### config.mk
export PLATFORM = sky130hd
export DESIGN_NAME = mux_sel_arbiter_flat
export DESIGN_NICKNAME = d
export VERILOG_FILES = /design/src/rtl/mux_sel_arbiter_if.sv /design/src/rtl/mux_sel_arbiter.sv /design/src/flat_wrapper.sv
export SDC_FILE = /design/constraint.sdc
export NUM_CORES = 1
export LEC_CHECK = 0
export CAP_MARGIN = 20
export CORE_MARGIN = 3
export CORE_UTILIZATION = 42
export CTS_CLUSTER_DIAMETER = 150
export DETAILED_ROUTE_END_ITERATION = 8
export PLACE_DENSITY = 0.72
export SKIP_CTS_REPAIR_TIMING = 1
export SLEW_MARGIN = 15
export SYNTH_ARGS = -nofsm -noshare
export SYNTH_HDL_FRONTEND = slang
export SYNTH_SLANG_ARGS = --single-unit
### constraint.sdc
create_clock -name i_clk -period 1.6 [get_ports i_clk]
set_input_delay 0.32 -clock i_clk [delete_from_list [all_inputs] [get_ports i_clk]]
set_output_delay 0.32 -clock i_clk [all_outputs]
set_load 0.01 [all_outputs]
### src/rtl/mux_sel_arbiter_if.sv
// Handshake bundle between two requesters, the downstream 2:1 mux and the
// arbiter that owns the mux select. The arbiter connects through the slave
// modport; whatever drives the requests and ready connects through master.
interface mux_sel_arbiter_if #(
    parameter int CNT_W = 4
);
    logic             req0;
    logic             req1;
    logic             last0;
    logic             last1;
    logic             ready;
    logic             sel;
    logic             gnt0;
    logic             gnt1;
    logic             busy;
    logic             err;
    logic [CNT_W-1:0] beat_cnt;

    modport master (
        output req0, req1, last0, last1, ready,
        input  sel, gnt0, gnt1, busy, err, beat_cnt
    );

    modport slave (
        input  req0, req1, last0, last1, ready,
        output sel, gnt0, gnt1, busy, err, beat_cnt
    );
endinterface

### src/rtl/mux_sel_arbiter.sv
// Two-requester round-robin arbiter driving a downstream 2:1 mux select.
// A grant is locked until the owner's last beat is accepted or the beat
// watchdog forces a release; releases hand off without an idle cycle.
//
// state | meaning
// ------+---------------------------------------------------------
// IDLE  | no owner, arbitrate every cycle
// OWN0  | requester 0 owns the mux, counting its accepted beats
// OWN1  | requester 1 owns the mux, counting its accepted beats
module mux_sel_arbiter #(
    parameter int MAX_BEATS = 16,
    parameter int CNT_W     = 4
) (
    input  logic                  i_clk,
    input  logic                  i_rst,
    mux_sel_arbiter_if.slave      io_bus
);

    typedef enum logic [1:0] {
        IDLE = 2'd0,
        OWN0 = 2'd1,
        OWN1 = 2'd2
    } state_t;

    state_t           r_state;
    logic             r_ptr;
    logic             r_sel;
    logic             r_err;
    logic [CNT_W-1:0] r_beat_cnt;

    logic   w_acc0;
    logic   w_acc1;
    logic   w_at_max;
    state_t w_arb_idle;
    state_t w_arb_rel0;
    state_t w_arb_rel1;

    // ptr holds the last owner: the other requester wins a tie.
    function automatic state_t f_arb(input logic a_req0, input logic a_req1,
                                     input logic a_ptr);
        state_t v_nxt;
        if (a_req0 && a_req1) v_nxt = a_ptr ? OWN0 : OWN1;
        else if (a_req0)      v_nxt = OWN0;
        else if (a_req1)      v_nxt = OWN1;
        else                  v_nxt = IDLE;
        return v_nxt;
    endfunction

    // Select follows the owner and holds its last value while idle.
    function automatic logic f_sel(input state_t a_nxt, input logic a_cur);
        logic v_sel;
        if (a_nxt == OWN1)      v_sel = 1'b1;
        else if (a_nxt == OWN0) v_sel = 1'b0;
        else                    v_sel = a_cur;
        return v_sel;
    endfunction

    // Beat acceptance and next-owner candidates for idle and the two release cases.
    assign w_acc0     = (r_state == OWN0) && io_bus.req0 && io_bus.ready;
    assign w_acc1     = (r_state == OWN1) && io_bus.req1 && io_bus.ready;
    assign w_at_max   = (r_beat_cnt == CNT_W'(MAX_BEATS - 1));
    assign w_arb_idle = f_arb(io_bus.req0, io_bus.req1, r_ptr);
    assign w_arb_rel0 = f_arb(io_bus.req0, io_bus.req1, 1'b0);
    assign w_arb_rel1 = f_arb(io_bus.req0, io_bus.req1, 1'b1);

    // Ownership FSM with priority pointer, beat counter, select and watchdog pulse.
    always_ff @(posedge i_clk) begin
        if (i_rst) begin
            r_state    <= IDLE;
            r_ptr      <= 1'b1;
            r_sel      <= 1'b0;
            r_err      <= 1'b0;
            r_beat_cnt <= '0;
        end else begin
            r_err <= 1'b0;
            case (r_state)
                IDLE: begin
                    r_state <= w_arb_idle;
                    r_sel   <= f_sel(w_arb_idle, r_sel);
                end
                OWN0: begin
                    if (w_acc0) begin
                        if (io_bus.last0 || w_at_max) begin
                            r_ptr      <= 1'b0;
                            r_beat_cnt <= '0;
                            r_err      <= ~io_bus.last0;
                            r_state    <= w_arb_rel0;
                            r_sel      <= f_sel(w_arb_rel0, r_sel);
                        end else begin
                            r_beat_cnt <= r_beat_cnt + CNT_W'(1);
                        end
                    end
                end
                OWN1: begin
                    if (w_acc1) begin
                        if (io_bus.last1 || w_at_max) begin
                            r_ptr      <= 1'b1;
                            r_beat_cnt <= '0;
                            r_err      <= ~io_bus.last1;
                            r_state    <= w_arb_rel1;
                            r_sel      <= f_sel(w_arb_rel1, r_sel);
                        end else begin
                            r_beat_cnt <= r_beat_cnt + CNT_W'(1);
                        end
                    end
                end
                default: begin
                    r_state <= IDLE;
                end
            endcase
        end
    end

    assign io_bus.gnt0     = (r_state == OWN0);
    assign io_bus.gnt1     = (r_state == OWN1);
    assign io_bus.busy     = (r_state == OWN0) || (r_state == OWN1);
    assign io_bus.sel      = r_sel;
    assign io_bus.err      = r_err;
    assign io_bus.beat_cnt = r_beat_cnt;

endmodule
### src/flat_wrapper.sv
// flat-port wrapper written by rule: the top's interface ports become plain ports
module mux_sel_arbiter_flat 
#(
    parameter int MAX_BEATS = 16,
    parameter int CNT_W     = 4
)
  (i_clk, i_rst, io_bus_req0, io_bus_req1, io_bus_last0, io_bus_last1, io_bus_ready, io_bus_sel, io_bus_gnt0, io_bus_gnt1, io_bus_busy, io_bus_err, io_bus_beat_cnt);
  mux_sel_arbiter_if #(.CNT_W(CNT_W)) io_bus_i ();
  input  logic i_clk;
  input  logic i_rst;
  input wire logic [$bits(io_bus_i.req0)-1:0] io_bus_req0;
  input wire logic [$bits(io_bus_i.req1)-1:0] io_bus_req1;
  input wire logic [$bits(io_bus_i.last0)-1:0] io_bus_last0;
  input wire logic [$bits(io_bus_i.last1)-1:0] io_bus_last1;
  input wire logic [$bits(io_bus_i.ready)-1:0] io_bus_ready;
  output wire logic [$bits(io_bus_i.sel)-1:0] io_bus_sel;
  output wire logic [$bits(io_bus_i.gnt0)-1:0] io_bus_gnt0;
  output wire logic [$bits(io_bus_i.gnt1)-1:0] io_bus_gnt1;
  output wire logic [$bits(io_bus_i.busy)-1:0] io_bus_busy;
  output wire logic [$bits(io_bus_i.err)-1:0] io_bus_err;
  output wire logic [$bits(io_bus_i.beat_cnt)-1:0] io_bus_beat_cnt;
  assign io_bus_i.req0 = io_bus_req0;
  assign io_bus_i.req1 = io_bus_req1;
  assign io_bus_i.last0 = io_bus_last0;
  assign io_bus_i.last1 = io_bus_last1;
  assign io_bus_i.ready = io_bus_ready;
  assign io_bus_sel = io_bus_i.sel;
  assign io_bus_gnt0 = io_bus_i.gnt0;
  assign io_bus_gnt1 = io_bus_i.gnt1;
  assign io_bus_busy = io_bus_i.busy;
  assign io_bus_err = io_bus_i.err;
  assign io_bus_beat_cnt = io_bus_i.beat_cnt;
  mux_sel_arbiter #(.MAX_BEATS(MAX_BEATS), .CNT_W(CNT_W)) u_core (.i_clk(i_clk), .i_rst(i_rst), .io_bus(io_bus_i));
endmodule
Word level (Yosys, flattened, before mapping):

Index checks and enable logic that the tools add are counted.

* register bits after elaboration: 9
* output and inout bits: 9

* add/sub/neg operators: 1
* equality and inequality tests: 16
* multiplexer cells: 37
* bitwise operators: 2
* reductions and logical operators: 15

Operators by type and width (count)
* 2-to-1 mux 2 bit: 10
* 2-to-1 mux 1 bit: 18
* 2-to-1 mux 4 bit: 4
* != test 3 x 1 -> 1 bit, second input constant: 3
* equality test 2 x 1 -> 1 bit, second input constant: 4
* equality test 2 bit, second input constant: 4
* != test 2 x 1 -> 1 bit, second input constant: 4
* one-hot mux 4 bit (2 select lines): 1
* AND reduction 8 bit: 1
* one-hot mux 2 bit (3 select lines): 1
* logical AND 1 bit: 5
* AND reduction 5 bit: 1
* adder 4 x 1 -> 4 bit, second input constant: 1
* equality test 4 bit, second input constant: 1
* one-hot mux 1 bit (2 select lines): 2
* AND reduction 4 bit: 1
* logical OR 1 bit: 3
* one-hot mux 1 bit (3 select lines): 1
* AND reduction 3 bit: 1
* nonzero test 3 bit: 1
* logical NOT 2 bit: 1
* NOT 1 bit: 2
* nonzero test 2 bit: 1

Depth between registers and ports, before layout:

Gate-level depths: netlist of the first run.

* depth in word-level cells: 9
* depth in mapped cells: 8
* depth with buffers taken out: 6

Least setup slack after synthesis of the first run:

OpenSTA, ideal clock, no wires.

* kind: register to register
* from: reg u_core.r_state[0]
* to: reg u_core.r_beat_cnt[0], in the netlist u_core.io_bus.beat_cnt[0]
* setup time: 64 ps
* data arrival time: 1586 ps
* data required time: 1536 ps
* slack: -50 ps
* stages on the path, launching flop included: 9
* period minus slack after synthesis: 1650 ps
* cells stage by stage: dfxtp_1 > inv_1 > ha_1 > buf_6 > mux2_4 > and3_4 > buf_6 > a21o_1 > nor2_1

* longest elaborated chain between the ends: 5
* elaborated cells on any way between the ends: 11
* classes of those cells: eq/ne: 4; mux: 1; reduce/logical: 6

Ends and longest elaborated chain
* start, declared: RTL line mux_sel_arbiter.sv:25 `state_t r_state;`
* start signal, assigned: RTL line mux_sel_arbiter.sv:78 `r_state <= w_arb_idle;`
* start signal, assigned: RTL line mux_sel_arbiter.sv:87 `r_state <= w_arb_rel0;`
* start signal, assigned: RTL line mux_sel_arbiter.sv:100 `r_state <= w_arb_rel1;`
* equality test 2 bit *
* named net io_bus_gnt1: RTL line flat_wrapper.sv:18 `output wire logic [$bits(io_bus_i.gnt1)-1:0] io_bus_gnt1;`
* logical AND 1 bit (2 in a row): RTL line mux_sel_arbiter.sv:60 `assign w_acc1 = (r_state == OWN1) && io_bus.req1 && io_bus.ready;`
* != test 2 x 1 -> 1 bit (no line)
* AND reduction 3 bit (no line)
* end signal, assigned: RTL line mux_sel_arbiter.sv:90 `r_beat_cnt <= r_beat_cnt + CNT_W'(1);`
* end signal, assigned: RTL line mux_sel_arbiter.sv:103 `r_beat_cnt <= r_beat_cnt + CNT_W'(1);`
* end, declared: RTL line mux_sel_arbiter.sv:29 `logic [CNT_W-1:0] r_beat_cnt;`

The timed path passes the listed nets; every way through them passes the cells marked *.
A chain may end at the register's enable or synchronous reset.

Worst setup path in the final report of the first run:

* from: reg u_core.r_beat_cnt[0], in the netlist u_core.io_bus.beat_cnt[0]
* to: out io_bus_beat_cnt[0]

RTL lines
* end, declared: RTL line flat_wrapper.sv:21 `output wire logic [$bits(io_bus_i.beat_cnt)-1:0] io_bus_beat_cnt;`

No word-level cell between the ends.

==> impl_metrics.yaml, run 1 <==
clocking:
  cts_buffers: 3
  tritoncts: "done"
  cts_root_buf: "sky130_fd_sc_hd__clkbuf_4"
  numClockSinks: 9
  clock_tree.htree_level_count: 1
  worst_skew_pair.late_latency_ns: 0.26
  clock_tree.buffer_depth: 2
  cts.clk_slew.worst_paths_ns: 0.06
hold_path:
  min_path_type: "flop to flop"
  holdPathEnd: "u_core.io_bus.sel$_SDFFE_PP0P_"
  min_delay_path_depth: 2
  hold_start: "u_core.io_bus.sel$_SDFFE_PP0P_"
setup_path:
  buffer_and_inverter_count_on_the_worst_path: 1
  arrival_time_of_data_at_the_critical_path_endpoint_ns: 1.21
  r2r-end: "u_core.io_bus.sel$_SDFFE_PP0P_"
  crit_required_ns: 1.28
  largest_stage_delay_on_the_critical_path_ns: 0.56
  critical-path-slowest-cell: "sky130_fd_sc_hd__clkdlybuf4s50_1"
  critical-path-top-delay-family: "buffers and inverters"
  endpoint_kind: "output pin"
  critPathKind: "flop to output pin"
  timing.reg2reg.setup_slack_ns: 0.10
  critical_path.reg2reg.startpoint: "u_core.r_state[0]$_SDFFE_PP0P_"
  worstPathCellList: "clkdlybuf4s50_1"
  crit_path_start_kind: "flop"
  worstPathMaxFanout: 4
  r2r_cells: 6
floorplan:
  core-area_mm2: 0.00135
  chipWidth_um: 44.8
  io_pins: 16
  die-height_um: 44.8
  area_enclosed_by_the_die_boundary_mm2: 0.00201
  rows: 13
  floorplan.initialDensity: 0.469
final_layout:
  fin_nets: 111
  insertedDiodeCount: 0
  areaGrowthSynthToFinish_pct: 43.1
  final_layout_size_suffix_gt1_frac: 0.224
route:
  drtPass1Iterations: 4
  detail_route.wirelength_mm: 1.53
  drt_iter0_drc: 10
  vias_per_cell: 5.44
  antenna_violating_nets_post_route: 0
  remaining_drc_errors: 0
  detailroute.via_count: 615
  avg_wl_per_cell_um: 13.5
placement:
  detailed_place_hpwl_mm: 1.17
  place_congestion: 0.852
  numPortBuffers: 15
power_and_ir_drop:
  power-per-cell-area_mw_per_mm2: 1130
  power_leakage_nw: 0.427
  worst_ir_drop_vdd_mv: 0.678
  finalPower_mw: 1.02
global_route:
  groute.usage.overall: 0.173
  global_route.overflow_total: 0
  antenna_found_initial: 0
  grt_first_pass_wirelength_mm: 2.55
  grt_max_degree: 10
  first_global_vias: 594
yosys:
  syn-cell-area_um2: 633
  ys_seq_elements: 9
  synthesized_area_divided_by_synthesized_cell_count_um2: 8.44
  number_of_nets_in_the_synthesized_netlist: 87
  synth.area.top_cells: "sky130_fd_sc_hd__dfxtp_1, sky130_fd_sc_hd__ha_1, sky130_fd_sc_hd__o2111ai_1"
  syn_inst: 75
  netlist.area_leader.share: 0.285
  yosysWarningCount: 0
  netlist-cell-type-count: 32
  synth-seq-area-share: 0.285
  synth_top_cell_by_area: "sky130_fd_sc_hd__dfxtp_1"
sta:
  post-route-min-period_ns: 1.53
  clock-skew-final_ns: 0.00584
  setup_violations: 0
  tightest_slew_ns: 0.321
  worst_slew_margin_rel: 0.786
  hold_slack_ns: 0.473
  clock.fmax_mhz: 652
  hold_violations: 0
  period_share: 0.958
  number_of_slew_limit_violations_in_the_final_report: 0
run_status:
  run_status: "finished, final reports clean"
run:
  drv_cap: 0
## power breakdown
group	internal [mW]	switching (mW)	leakage, nW
Combinational	0.296	0.256	0.337
Clock	0.0962	0.0803	0.0150
Sequential	0.262	0.0328	0.0742
Total	0.654	0.369	0.427
## flip-flops by register name (all words and copies together), names as in the netlist
| register | flops |
|---|---|
| u_core.io_bus.beat_cnt | 4 |
| u_core.r_ptr | 1 |
| u_core.io_bus.sel | 1 |
| u_core.io_bus.err | 1 |
| u_core.r_state | 2 |
## cell families (layout without fill, tap and decap cells)
kind of cell / Yosys count / in the layout / synth area share
XOR/XNOR: 3 / 3 / 0.0415
buffers and inverters: 7 / 30 / 0.0652
AND/OR/NAND/NOR: 32 / 32 / 0.275
AO/OA/AOI/OAI: 17 / 17 / 0.196
flip-flops: 9 / 9 / 0.285
adder cells (fa/ha/maj): 5 / 5 / 0.0988
multiplexers: 2 / 2 / 0.0395
## layout by cell type, fill, tap and decap left out, types with 2 or more instances in the layout
cell type	count
sky130_fd_sc_hd__a211o_1	2
sky130_fd_sc_hd__a21oi_1	2
sky130_fd_sc_hd__a22oi_1	2
sky130_fd_sc_hd__buf_4	7
sky130_fd_sc_hd__clkbuf_4	3
sky130_fd_sc_hd__clkdlybuf4s50_1	11
sky130_fd_sc_hd__dfxtp_1	7
sky130_fd_sc_hd__dlymetal6s2s_1	4
sky130_fd_sc_hd__ha_1	2
sky130_fd_sc_hd__ha_4	2
sky130_fd_sc_hd__inv_1	2
sky130_fd_sc_hd__inv_2	2
sky130_fd_sc_hd__nand2_1	7
sky130_fd_sc_hd__nand2b_1	4
sky130_fd_sc_hd__nand3_1	2
sky130_fd_sc_hd__nand4_1	2
sky130_fd_sc_hd__nor2_1	6
sky130_fd_sc_hd__nor2b_1	3
sky130_fd_sc_hd__nor3b_1	2
sky130_fd_sc_hd__o2111ai_1	4
sky130_fd_sc_hd__xor2_1	2
## routing by layer
metal	share of wire	GRT usage	vias to the layer above	routed length (um)
li1	-	-	315	-
met1	0.43	0.203	278	659
met2	0.49	0.289	22	755
met3	0.074	0.0797	0	113
met4	0	0.0351	0	0
met5	0	0	-	0
## area by class of cell
| type | count | area, um2 |
|---|---|---|
| sequential | 9 | 185 |
| tap | 15 | 18.8 |
| multi-input combinational | 59 | 448 |
| clock buffer | 4 | 26.3 |
| timing repair buffer | 22 | 213 |
| fill | 113 | 444 |
| inverter | 4 | 15.0 |
## metrics by stage
step / setup WS (ns) / std cells / utilization / cell area (um2) / TNS, ns
finish: 0.0666 / 113 / 0.671 / 906 / 0
global route: -0.00376 / 113 / 0.671 / 906 / -0.00552
CTS: -0.294 / 113 / 0.637 / 860 / -0.794
detailed placement: -0.0154 / 109 / 0.617 / 833 / -0.0403
global placement: -0.00365 / 109 / 0.617 / 833 / -0.00778
floorplan: 0.00531 / 75 / - / 638 / 0
## worst max path at each step
stage,startpoint,end,slack (ns),cells after the start
after floorplan,u_core.r_state[0]$_SDFFE_PP0P_,u_core.io_bus.beat_cnt[0]$_SDFFE_PP0P_,0.005,8
after global placement,io_bus_req0,u_core.io_bus.beat_cnt[3]$_SDFFE_PP0P_,-0.004,5
after detailed placement,io_bus_req0,u_core.io_bus.sel$_SDFFE_PP0P_,-0.02,6
after CTS,u_core.r_state[1]$_SDFFE_PP0P_,io_bus_busy,-0.29,3
after global routing,u_core.r_state[0]$_SDFFE_PP0P_,u_core.io_bus.sel$_SDFFE_PP0P_,-0.004,6
final,u_core.io_bus.beat_cnt[0]$_SDFFE_PP0P_,io_bus_beat_cnt[0],0.07,1
## synth_stat cells, drive strengths merged
cell type / n
and2: 1
nand3: 2
nor3b: 2
inv: 4
nand4: 2
o21ai: 3
a21oi: 3
nor2: 6
buf: 2
ha: 5
dfxtp: 9
xnor2: 1
nand2b: 4
nand3b: 1
a211o: 2
nor2b: 3
a31oi: 1
a22oi: 2
a2bb2oi: 1
nor4: 1
nand2: 7
mux2: 1
a21o: 1
or3: 1
mux2i: 1
xor2: 2
o2111ai: 4
clkbuf: 1
and3: 2
No activity file was read; power rests on OpenSTA's default activity.
==> run 2: changes to the inputs <==
--- a/config.mk
+++ b/config.mk
@@ -7,10 +7,10 @@
 export LEC_CHECK = 0
 export CAP_MARGIN = 20
 export CORE_MARGIN = 3
-export CORE_UTILIZATION = 42
+export CORE_UTILIZATION = 43
 export CTS_CLUSTER_DIAMETER = 150
 export DETAILED_ROUTE_END_ITERATION = 8
-export PLACE_DENSITY = 0.72
+export PLACE_DENSITY = 0.7
 export SKIP_CTS_REPAIR_TIMING = 1
 export SLEW_MARGIN = 15
 export SYNTH_ARGS = -nofsm -noshare
==> constraint.sdc (replaced) <==
create_clock -name i_clk -period 1.65 [get_ports i_clk]
set_input_delay 0.33 -clock i_clk [delete_from_list [all_inputs] [get_ports i_clk]]
set_output_delay 0.33 -clock i_clk [all_outputs]
set_load 0.01 [all_outputs]
==> run 2 against run 1 <==
  * Cell count down 1.8%
  * Core utilization down 1.5 points
  * Via count up 2.8%
  * Critical path type unchanged
  * Largest power group unchanged
  * Highest routed layer is now met4
==> impl_metrics.yaml, run 2 (same netlist as run 1, synthesis figures left out) <==
clocking:
  clock_tree.htree_level_count: 1
  cts_buffers: 3
  worst_skew_pair.late_latency_ns: 0.27
  cts.clk_slew.worst_paths_ns: 0.07
  clock_tree.buffer_depth: 2
  tritoncts: "done"
  cts_root_buf: "sky130_fd_sc_hd__clkbuf_4"
  numClockSinks: 9
floorplan:
  rows: 13
  core-area_mm2: 0.00133
  floorplan.initialDensity: 0.475
  die-height_um: 44.4
  area_enclosed_by_the_die_boundary_mm2: 0.00197
  io_pins: 16
  chipWidth_um: 44.4
final_layout:
  final_layout_size_suffix_gt1_frac: 0.177
  areaGrowthSynthToFinish_pct: 38.1
  insertedDiodeCount: 0
  stdcell_area_um2: 875
  post-route-util: 0.656
  fin_nets: 109
  layout.cells.most_common: "sky130_fd_sc_hd__clkdlybuf4s50_1"
  finalNonFillerCells: 111
  number_of_flip_flops_in_the_largest_register: 4
  most-common-layout-cells: "sky130_fd_sc_hd__clkdlybuf4s50_1, sky130_fd_sc_hd__nand2_1, sky130_fd_sc_hd__dfxtp_1, sky130_fd_sc_hd__nor2_1, sky130_fd_sc_hd__buf_4"
placement:
  dp.cells: 107
  numPortBuffers: 15
  postPlaceCellArea_um2: 816
  dpl_worst_slack_ns: -0.0296
  place_congestion: 0.810
  detailed_place_hpwl_mm: 1.13
route:
  route.met2.wl_um: 658
  drt-met1-wl_um: 748
  remaining_drc_errors: 0
  antenna_violating_nets_post_route: 0
  maxUsedRoutingLayer: "met4"
  drt_iter0_drc: 29
  routed-wl-met3_um: 92
  vias_per_cell: 5.69
  avg_wl_per_cell_um: 13.7
  drtPass1Iterations: 4
  detail_route.wirelength_mm: 1.52
  detailroute.via_count: 632
power_and_ir_drop:
  power_leakage_nw: 0.395
  worst_ir_drop_vdd_mv: 0.641
  finalPower_uw: 964
  power-per-cell-area_mw_per_mm2: 1100
sta:
  worst_slew_margin_rel: 0.760
  setup_violations: 0
  clock-skew-final_ns: 0.0134
  final.setup.tns_ns: 0
  setup_repair_after_global_routing_missed_its_margin: "no"
  post-route-min-period_ns: 1.55
  hold_slack_ns: 0.485
  period_share: 0.942
  post-route-worst-setup-slack_ns: 0.0957
  tightest_slew_ns: 0.359
  clock.fmax_mhz: 643
  number_of_slew_limit_violations_in_the_final_report: 0
  hold_violations: 0
setup_path:
  largest_stage_delay_on_the_critical_path_ns: 0.56
  buffer_and_inverter_count_on_the_worst_path: 1
  worstPathMaxFanout: 4
  crit_path_start_kind: "flop"
  arrival_time_of_data_at_the_critical_path_endpoint_ns: 1.22
  crit_required_ns: 1.32
  critPathKind: "flop to output pin"
  critical-path-slowest-cell: "sky130_fd_sc_hd__clkdlybuf4s50_1"
  endpoint_kind: "output pin"
  critical-path-top-delay-family: "buffers and inverters"
  worstPathCellList: "clkdlybuf4s50_1"
global_route:
  grt_max_degree: 12
  groute.usage.overall: 0.178
  grt_first_pass_wirelength_mm: 2.52
  antenna_found_initial: 0
  global_route.overflow_total: 0
  first_global_vias: 591
run:
  drv_cap: 0
hold_path:
  min_path_type: "flop to flop"
run_status:
  run_status: "finished, final reports clean"
## run 2: area by class of cell
cell class,count,area [um2]
Fill cell,112,459
Multi-Input combinational cell,59,437
Timing Repair Buffer,20,195
Sequential cell,9,183
Clock buffer,4,26.3
Tap cell,15,18.8
Inverter,4,15.0
## run 2: worst paths after layout
path | slack [ns] | to | start | cells past startpoint
worst max-delay path | 0.1 | io_bus_beat_cnt[2] | u_core.io_bus.beat_cnt[2]$_SDFFE_PP0P_ | 1
worst min-delay path | 0.48 | u_core.io_bus.sel$_SDFFE_PP0P_ | u_core.io_bus.sel$_SDFFE_PP0P_ | 2
worst max register to register | 0.13 | u_core.r_state[1]$_SDFFE_PP0P_ | u_core.r_state[0]$_SDFFE_PP0P_ | 6
worst min register to register | 0.48 | u_core.io_bus.sel$_SDFFE_PP0P_ | u_core.io_bus.sel$_SDFFE_PP0P_ | 2
## run 2: per-layer routing
metal  up-vias  global-route usage
met4         0              0.0723
met1       295               0.234
met3         4              0.0813
li1        311                   -
met2        22               0.250
met5         -                   0
## run 2: power by group
group	leakage [nW]	internal (mW)	total, mW	switching, mW
combinational	0.306	0.261	0.506	0.245
clock	0.0150	0.0933	0.177	0.0833
sequential	0.0739	0.251	0.282	0.0306
total	0.395	0.605	0.964	0.359
